<file path="src/rtl/shift_add_multiplier.sv">
// Sequential unsigned shift-add multiplier built around an external
// WIDTH-bit ripple-carry adder. One partial-product step per cycle; the
// product appears WIDTH edges after a start is accepted, with a one-cycle
// done pulse. The adder is combinational and lives outside this block.
module shift_add_multiplier #(
  parameter int WIDTH = 16
) (
  input  logic               clk,
  input  logic               rst,
  input  logic               start,
  input  logic [WIDTH-1:0]   a_in,
  input  logic [WIDTH-1:0]   b_in,
  output logic               ready,
  output logic [WIDTH-1:0]   add_a,
  output logic [WIDTH-1:0]   add_b,
  input  logic [WIDTH-1:0]   add_sum,
  input  logic               add_carry,
  output logic [2*WIDTH-1:0] product,
  output logic               done
);

  localparam int CNT_W = $clog2(WIDTH);

  typedef enum logic [1:0] {
    ST_IDLE = 2'd0,
    ST_RUN  = 2'd1,
    ST_DONE = 2'd2
  } state_t;

  state_t             state_q, state_d;
  logic [WIDTH-1:0]   m_q, m_d;     // multiplicand
  logic [WIDTH-1:0]   ph_q, ph_d;   // upper partial product
  logic [WIDTH-1:0]   pl_q, pl_d;   // multiplier bits shifting out, product low bits shifting in
  logic [CNT_W-1:0]   cnt_q, cnt_d;
  logic [2*WIDTH-1:0] product_q, product_d;

  // State and datapath registers; synchronous reset aborts any operation
  always_ff @(posedge clk) begin
    if (rst) begin
      state_q   <= ST_IDLE;
      m_q       <= {WIDTH{1'b0}};
      ph_q      <= {WIDTH{1'b0}};
      pl_q      <= {WIDTH{1'b0}};
      cnt_q     <= {CNT_W{1'b0}};
      product_q <= {(2*WIDTH){1'b0}};
    end else begin
      state_q   <= state_d;
      m_q       <= m_d;
      ph_q      <= ph_d;
      pl_q      <= pl_d;
      cnt_q     <= cnt_d;
      product_q <= product_d;
    end
  end

  // Next-state and datapath update: load on accept, one shift-add step per RUN cycle
  always_comb begin
    state_d   = state_q;
    m_d       = m_q;
    ph_d      = ph_q;
    pl_d      = pl_q;
    cnt_d     = cnt_q;
    product_d = product_q;
    case (state_q)
      ST_IDLE: begin
        if (start) begin
          m_d     = a_in;
          pl_d    = b_in;
          ph_d    = {WIDTH{1'b0}};
          cnt_d   = {CNT_W{1'b0}};
          state_d = ST_RUN;
        end else begin
          state_d = ST_IDLE;
        end
      end
      ST_RUN: begin
        // Carry-out becomes the new MSB of the upper half; sum LSB moves into the low half
        ph_d  = {add_carry, add_sum[WIDTH-1:1]};
        pl_d  = {add_sum[0], pl_q[WIDTH-1:1]};
        cnt_d = cnt_q + CNT_W'(1);
        if (cnt_q == CNT_W'(WIDTH-1)) begin
          product_d = {add_carry, add_sum[WIDTH-1:1], add_sum[0], pl_q[WIDTH-1:1]};
          state_d   = ST_DONE;
        end else begin
          state_d = ST_RUN;
        end
      end
      ST_DONE: begin
        state_d = ST_IDLE;
      end
      default: begin
        state_d = ST_IDLE;
      end
    endcase
  end

  // Output decode from registered state; adder operands are zero outside RUN
  always_comb begin
    ready = 1'b0;
    done  = 1'b0;
    add_a = {WIDTH{1'b0}};
    add_b = {WIDTH{1'b0}};
    case (state_q)
      ST_IDLE: begin
        ready = 1'b1;
      end
      ST_RUN: begin
        add_a = ph_q;
        if (pl_q[0]) begin
          add_b = m_q;
        end else begin
          add_b = {WIDTH{1'b0}};
        end
      end
      ST_DONE: begin
        done = 1'b1;
      end
      default: begin
        ready = 1'b0;
      end
    endcase
  end

  assign product = product_q;

endmodule
</file>
<file path="config.mk">
export PLATFORM = sky130hd
export DESIGN_NAME = shift_add_multiplier
export DESIGN_NICKNAME = d
export VERILOG_FILES = /design/src/rtl/shift_add_multiplier.sv
export SDC_FILE = /design/constraint.sdc
export NUM_CORES = 1
export LEC_CHECK = 0
export BUFFER_PORTS_ARGS = -buffer_cell sky130_fd_sc_hd__buf_2
export CORE_ASPECT_RATIO = 1.25
export CORE_MARGIN = 3
export CORE_UTILIZATION = 53
export CTS_CLUSTER_DIAMETER = 120
export CTS_CLUSTER_SIZE = 12
export DETAILED_ROUTE_END_ITERATION = 16
export PLACE_DENSITY = 0.91
export SLEW_MARGIN = 15
export SYNTH_ARGS = -nofsm -noshare
export SYNTH_HDL_FRONTEND = slang
export SYNTH_SLANG_ARGS = --single-unit
</file>
<file path="constraint.sdc">
create_clock -name clk -period 3.35 [get_ports clk]
set_clock_uncertainty 0.05 [all_clocks]
set_input_delay 0.67 -clock clk [delete_from_list [all_inputs] [get_ports clk]]
set_output_delay 0.67 -clock clk [all_outputs]
set_load 0.01 [all_outputs]
</file>
Word-level counts from Yosys, hierarchy flattened
Cells that the tools add are included.
{"block": "op_classes", "n_reduce_logical": 5, "mux": 14, "n_eq_ne": 4, "add_sub_neg": 1}
{"op": "$mux 16", "n": 5}
{"op": "$pmux 16 s2", "n": 2}
{"op": "$pmux 4 s2", "n": 1}
{"op": "$reduce_and 2->1", "n": 3}
{"op": "$add 4x1->4 const B", "n": 1}
{"op": "$eq 4x4->1 const B", "n": 1}
{"op": "$mux 4", "n": 1}
{"op": "$pmux 2 s2", "n": 1}
{"op": "$mux 1", "n": 3}
{"op": "$eq 2x1->1 const B", "n": 1}
{"op": "$eq 2x2->1 const B", "n": 1}
{"op": "$logic_not 2->1", "n": 1}
{"op": "$mux 2", "n": 1}
{"op": "$ne 2x2->1 const B", "n": 1}
{"op": "$reduce_bool 2->1", "n": 1}
{"block": "totals", "out_inout_bits": 66, "word_cells": 30, "inputBits": 52, "ff_bits": 86}

Logic depth before layout (Yosys ltp)
{"block": "depth", "depth_word": 3, "ltp_mapped": 7, "ltp_nobuf": 4}

Worst setup path before layout
OpenSTA, ideal clock, no wires.
{"block": "synth_path", "path_kind": "flip-flop to output port", "from": "reg state_q[0]", "to": "out add_b[10]", "arrival_ns": 1.153, "n_path_buf": 3, "path_stages_with_launch": 6, "setup_slack_ns": 1.477, "required_ns": 2.630, "path_cell_list": "dfxtp_1 -> buf_6 -> nor2b_1 -> buf_6 -> clkbuf_1 -> and3_1"}
{"block": "synth_between", "elab_chain_cells": 2}
{"element": "from (decl)", "line": "30", "source": "state_t state_q, state_d;"}
{"element": "from (signal assigned)", "line": "47", "source": "state_q <= state_d;"}
{"element": "$eq 2x1->1", "line": "103", "source": "case (state_q)"}
{"element": "$mux 16", "line": "103"}
{"element": "to (decl)", "line": "15", "source": "output logic [WIDTH-1:0] add_b,"}
Every way passes these cells.

Final worst setup path
{"block": "layout_path", "from": "reg state_q[0]", "to": "out add_b[14]"}
The elaborated chain is that of the path after synthesis.

==> flow_summary.json <==
{
  "synth_compound_area_frac": 0.217,
  "grt_max_degree": 37,
  "yosys.area_share.simple": 0.207,
  "syn_inst": 371,
  "slowest_stage": "dfxtp_1",
  "drc_errors": 0,
  "ys_top_cells_by_count": "dfxtp_1, nand2_1, a21oi_1",
  "antenna_found_initial": 0,
  "synth_top_family_by_area": "compound AO/OA/AOI/OAI gates",
  "grt-ovfl-total": 0,
  "end_kind": "output port",
  "core_region_area_um2": 5930,
  "routed_wl_um": 8250,
  "synth_ff_type": "dfxtp_1",
  "gp_congestion": 0.771,
  "drive_gt1_frac": 0.296,
  "period_minus_slack_ns": 2.63,
  "power_mw": 2.08,
  "crit_family": "simple AND/OR/NAND/NOR gates",
  "synth_edf_count": 0,
  "nNetsFinal": 524,
  "required_ns": 2.63,
  "fin_setup_tns_ns": 0,
  "grt_pass1_wl_um": 13200,
  "clkTransAtPathRegs_ns": 0.07,
  "cap_violations": 0,
  "seq_area_um2": 1720,
  "crit_chain": "nor2b_4 -> buf_4 -> and3_1 -> buf_2",
  "synth_most_common_cell": "dfxtp_1",
  "cts_buffer_depth": 2,
  "stdcell_area_um2": 4110,
  "first_global_vias": 2856,
  "worstSetupPathType": "flip-flop to output port",
  "grt_usage": 0.222,
  "cts_root_buffer": "clkbuf_8",
  "synth_area_per_cell_um2": 9.00,
  "post-route-period-util": 0.786,
  "critPathArrivalTime_ns": 1.91,
  "wl_per_cell_um": 14.8,
  "die-area_um2": 7290,
  "hold_class": "flip-flop to flip-flop",
  "max-vdd-ir-drop_mv": 0.345,
  "diodes": 0,
  "worstMarginPinSlew_ns": 1.02,
  "synth_area_um2": 3340,
  "hold_buffers": 0,
  "viasPerCell": 5.44,
  "synth-seq-cells": 86,
  "cts_setup_buffers": 0,
  "clk_latency_ns": 0.33,
  "tritoncts": "built",
  "drtPass1Iterations": 5,
  "synth_warnings": 0,
  "hold_viol": 0,
  "synth_top_area_share": 0.516,
  "p_leak_nw": 1.97,
  "numClockSinks": 86,
  "synthTopCellsByArea": "dfxtp_1, a22o_1, nand2_1, a21oi_1, a211oi_1",
  "fillers": 485,
  "first_iter_violations": 154,
  "area_growth_pct": 23.0,
  "crit_buf_inv": 2,
  "ant_nets": 0,
  "cts-buffers-inserted": 9,
  "synthMuxAreaShare": 0,
  "critPathLaunchType": "flip-flop",
  "synth_fp_nets": 424,
  "ys_seq_area_frac": 0.516,
  "dpl-instance-area_um2": 3890,
  "status": "finished clean",
  "fmax_ghz": 0.380,
  "dp_hpwl_um": 5670,
  "finalCoreUtilization": 0.692,
  "powerDensity_nw_per_um2": 507,
  "hold_ws_ns": 0.406,
  "async_reset_ff_frac": 0,
  "worstPathMaxFanout": 29,
  "die_h_um": 94.7,
  "multi_input_area_um2": 1440,
  "synthXorXnorAreaFrac": 0,
  "start_util": 0.563,
  "portBuffers": 117,
  "htreeDepth": 3,
  "critPathMaxStageDelay_ns": 0.49,
  "row_count": 31,
  "rsz0062_at_grt": "no",
  "synthAdderAreaFrac": 0.00375,
  "setup_viol": 0,
  "relSlewSlack": 0.318,
  "cts_resized": 0,
  "ys_types": 27,
  "vias": 3033,
  "die_w_um": 77.0,
  "final_max_slew_viol_count": 0,
  "ioPinCount": 118,
  "yosysTopAreaCell": "dfxtp_1"
}
registers in the layout (all words and copies together), names as in the netlist:
signal,flops
cnt_q,4
m_q,16
ph_q,16
pl_q,16
product,32
state_q,2
worst reg2reg max path, stage by stage, from the launching register on:
cell     delay (ns)
dfxtp_1        0.49
nor2b_4        0.41
buf_4          0.34
a41oi_4        0.49
a22o_1         0.37
metrics by stage:
| stage | worst slack [ns] | cells |
|---|---|---|
| 2_1_floorplan | 1.48 | 371 |
| 3_3_place_gp | 1.17 | 542 |
| 3_5_place_dp | 1.11 | 542 |
| 4_1_cts | 0.721 | 558 |
| 5_1_grt | 0.594 | 558 |
| 6_report | 0.718 | 558 |
final timing paths:
kind                                             from                        to  slack [ns]  depth (start not counted)
worst max-delay path            state_q[0]$_SDFF_PP0_                 add_b[14]        0.72                          4
worst min-delay path             m_q[15]$_SDFFE_PP0P_      m_q[15]$_SDFFE_PP0P_        0.41                          2
worst max register to register  state_q[0]$_SDFF_PP0_  product[28]$_SDFFE_PP0P_        1.10                          4
worst min register to register   m_q[15]$_SDFFE_PP0P_      m_q[15]$_SDFFE_PP0P_        0.41                          2
layout by cell type, fill, tap and decap left out, types with 2 or more instances in the layout:
cell / count
a22o_1: 32
a21oi_1: 50
nand2_1: 67
and3_1: 16
clkbuf_1: 3
a211oi_1: 16
buf_4: 6
nand3_1: 20
dfxtp_1: 86
and2_1: 16
bufinv_16: 2
nor2_1: 19
buf_2: 117
clkbuf_8: 10
routing by layer:
layer,track usage,routed length [um],vias up
met1,0.271,3450,1406
met3,0.0496,629,12
met4,0.0920,110,0
met5,0,0,-
li1,-,-,1494
met2,0.379,4050,121
power by group:
| group | total (mW) | switching (mW) | internal [mW] |
|---|---|---|---|
| Combinational | 0.199 | 0.124 | 0.0758 |
| Clock | 0.785 | 0.342 | 0.442 |
| Sequential | 1.10 | 0.0319 | 1.06 |
| Total | 2.08 | 0.498 | 1.58 |
kinds of logic (layout without fill, tap and decap cells):
| logic type | Yosys count | after routing |
|---|---|---|
| AND/OR/NAND/NOR | 146 | 146 |
| adder cells (fa/ha/maj) | 1 | 1 |
| AO/OA/AOI/OAI | 104 | 104 |
| flip-flops | 86 | 86 |
| buffers and inverters | 34 | 139 |
final cells by class:
type,instances,area share
clock buffers,13,0.0363
clock inverters,3,0.0165
multi-input cells,251,0.349
flip-flops and latches,86,0.419
well taps,82,0.0250
repair buffers,123,0.154
Note: power is estimated with default switching activity, not from simulation.
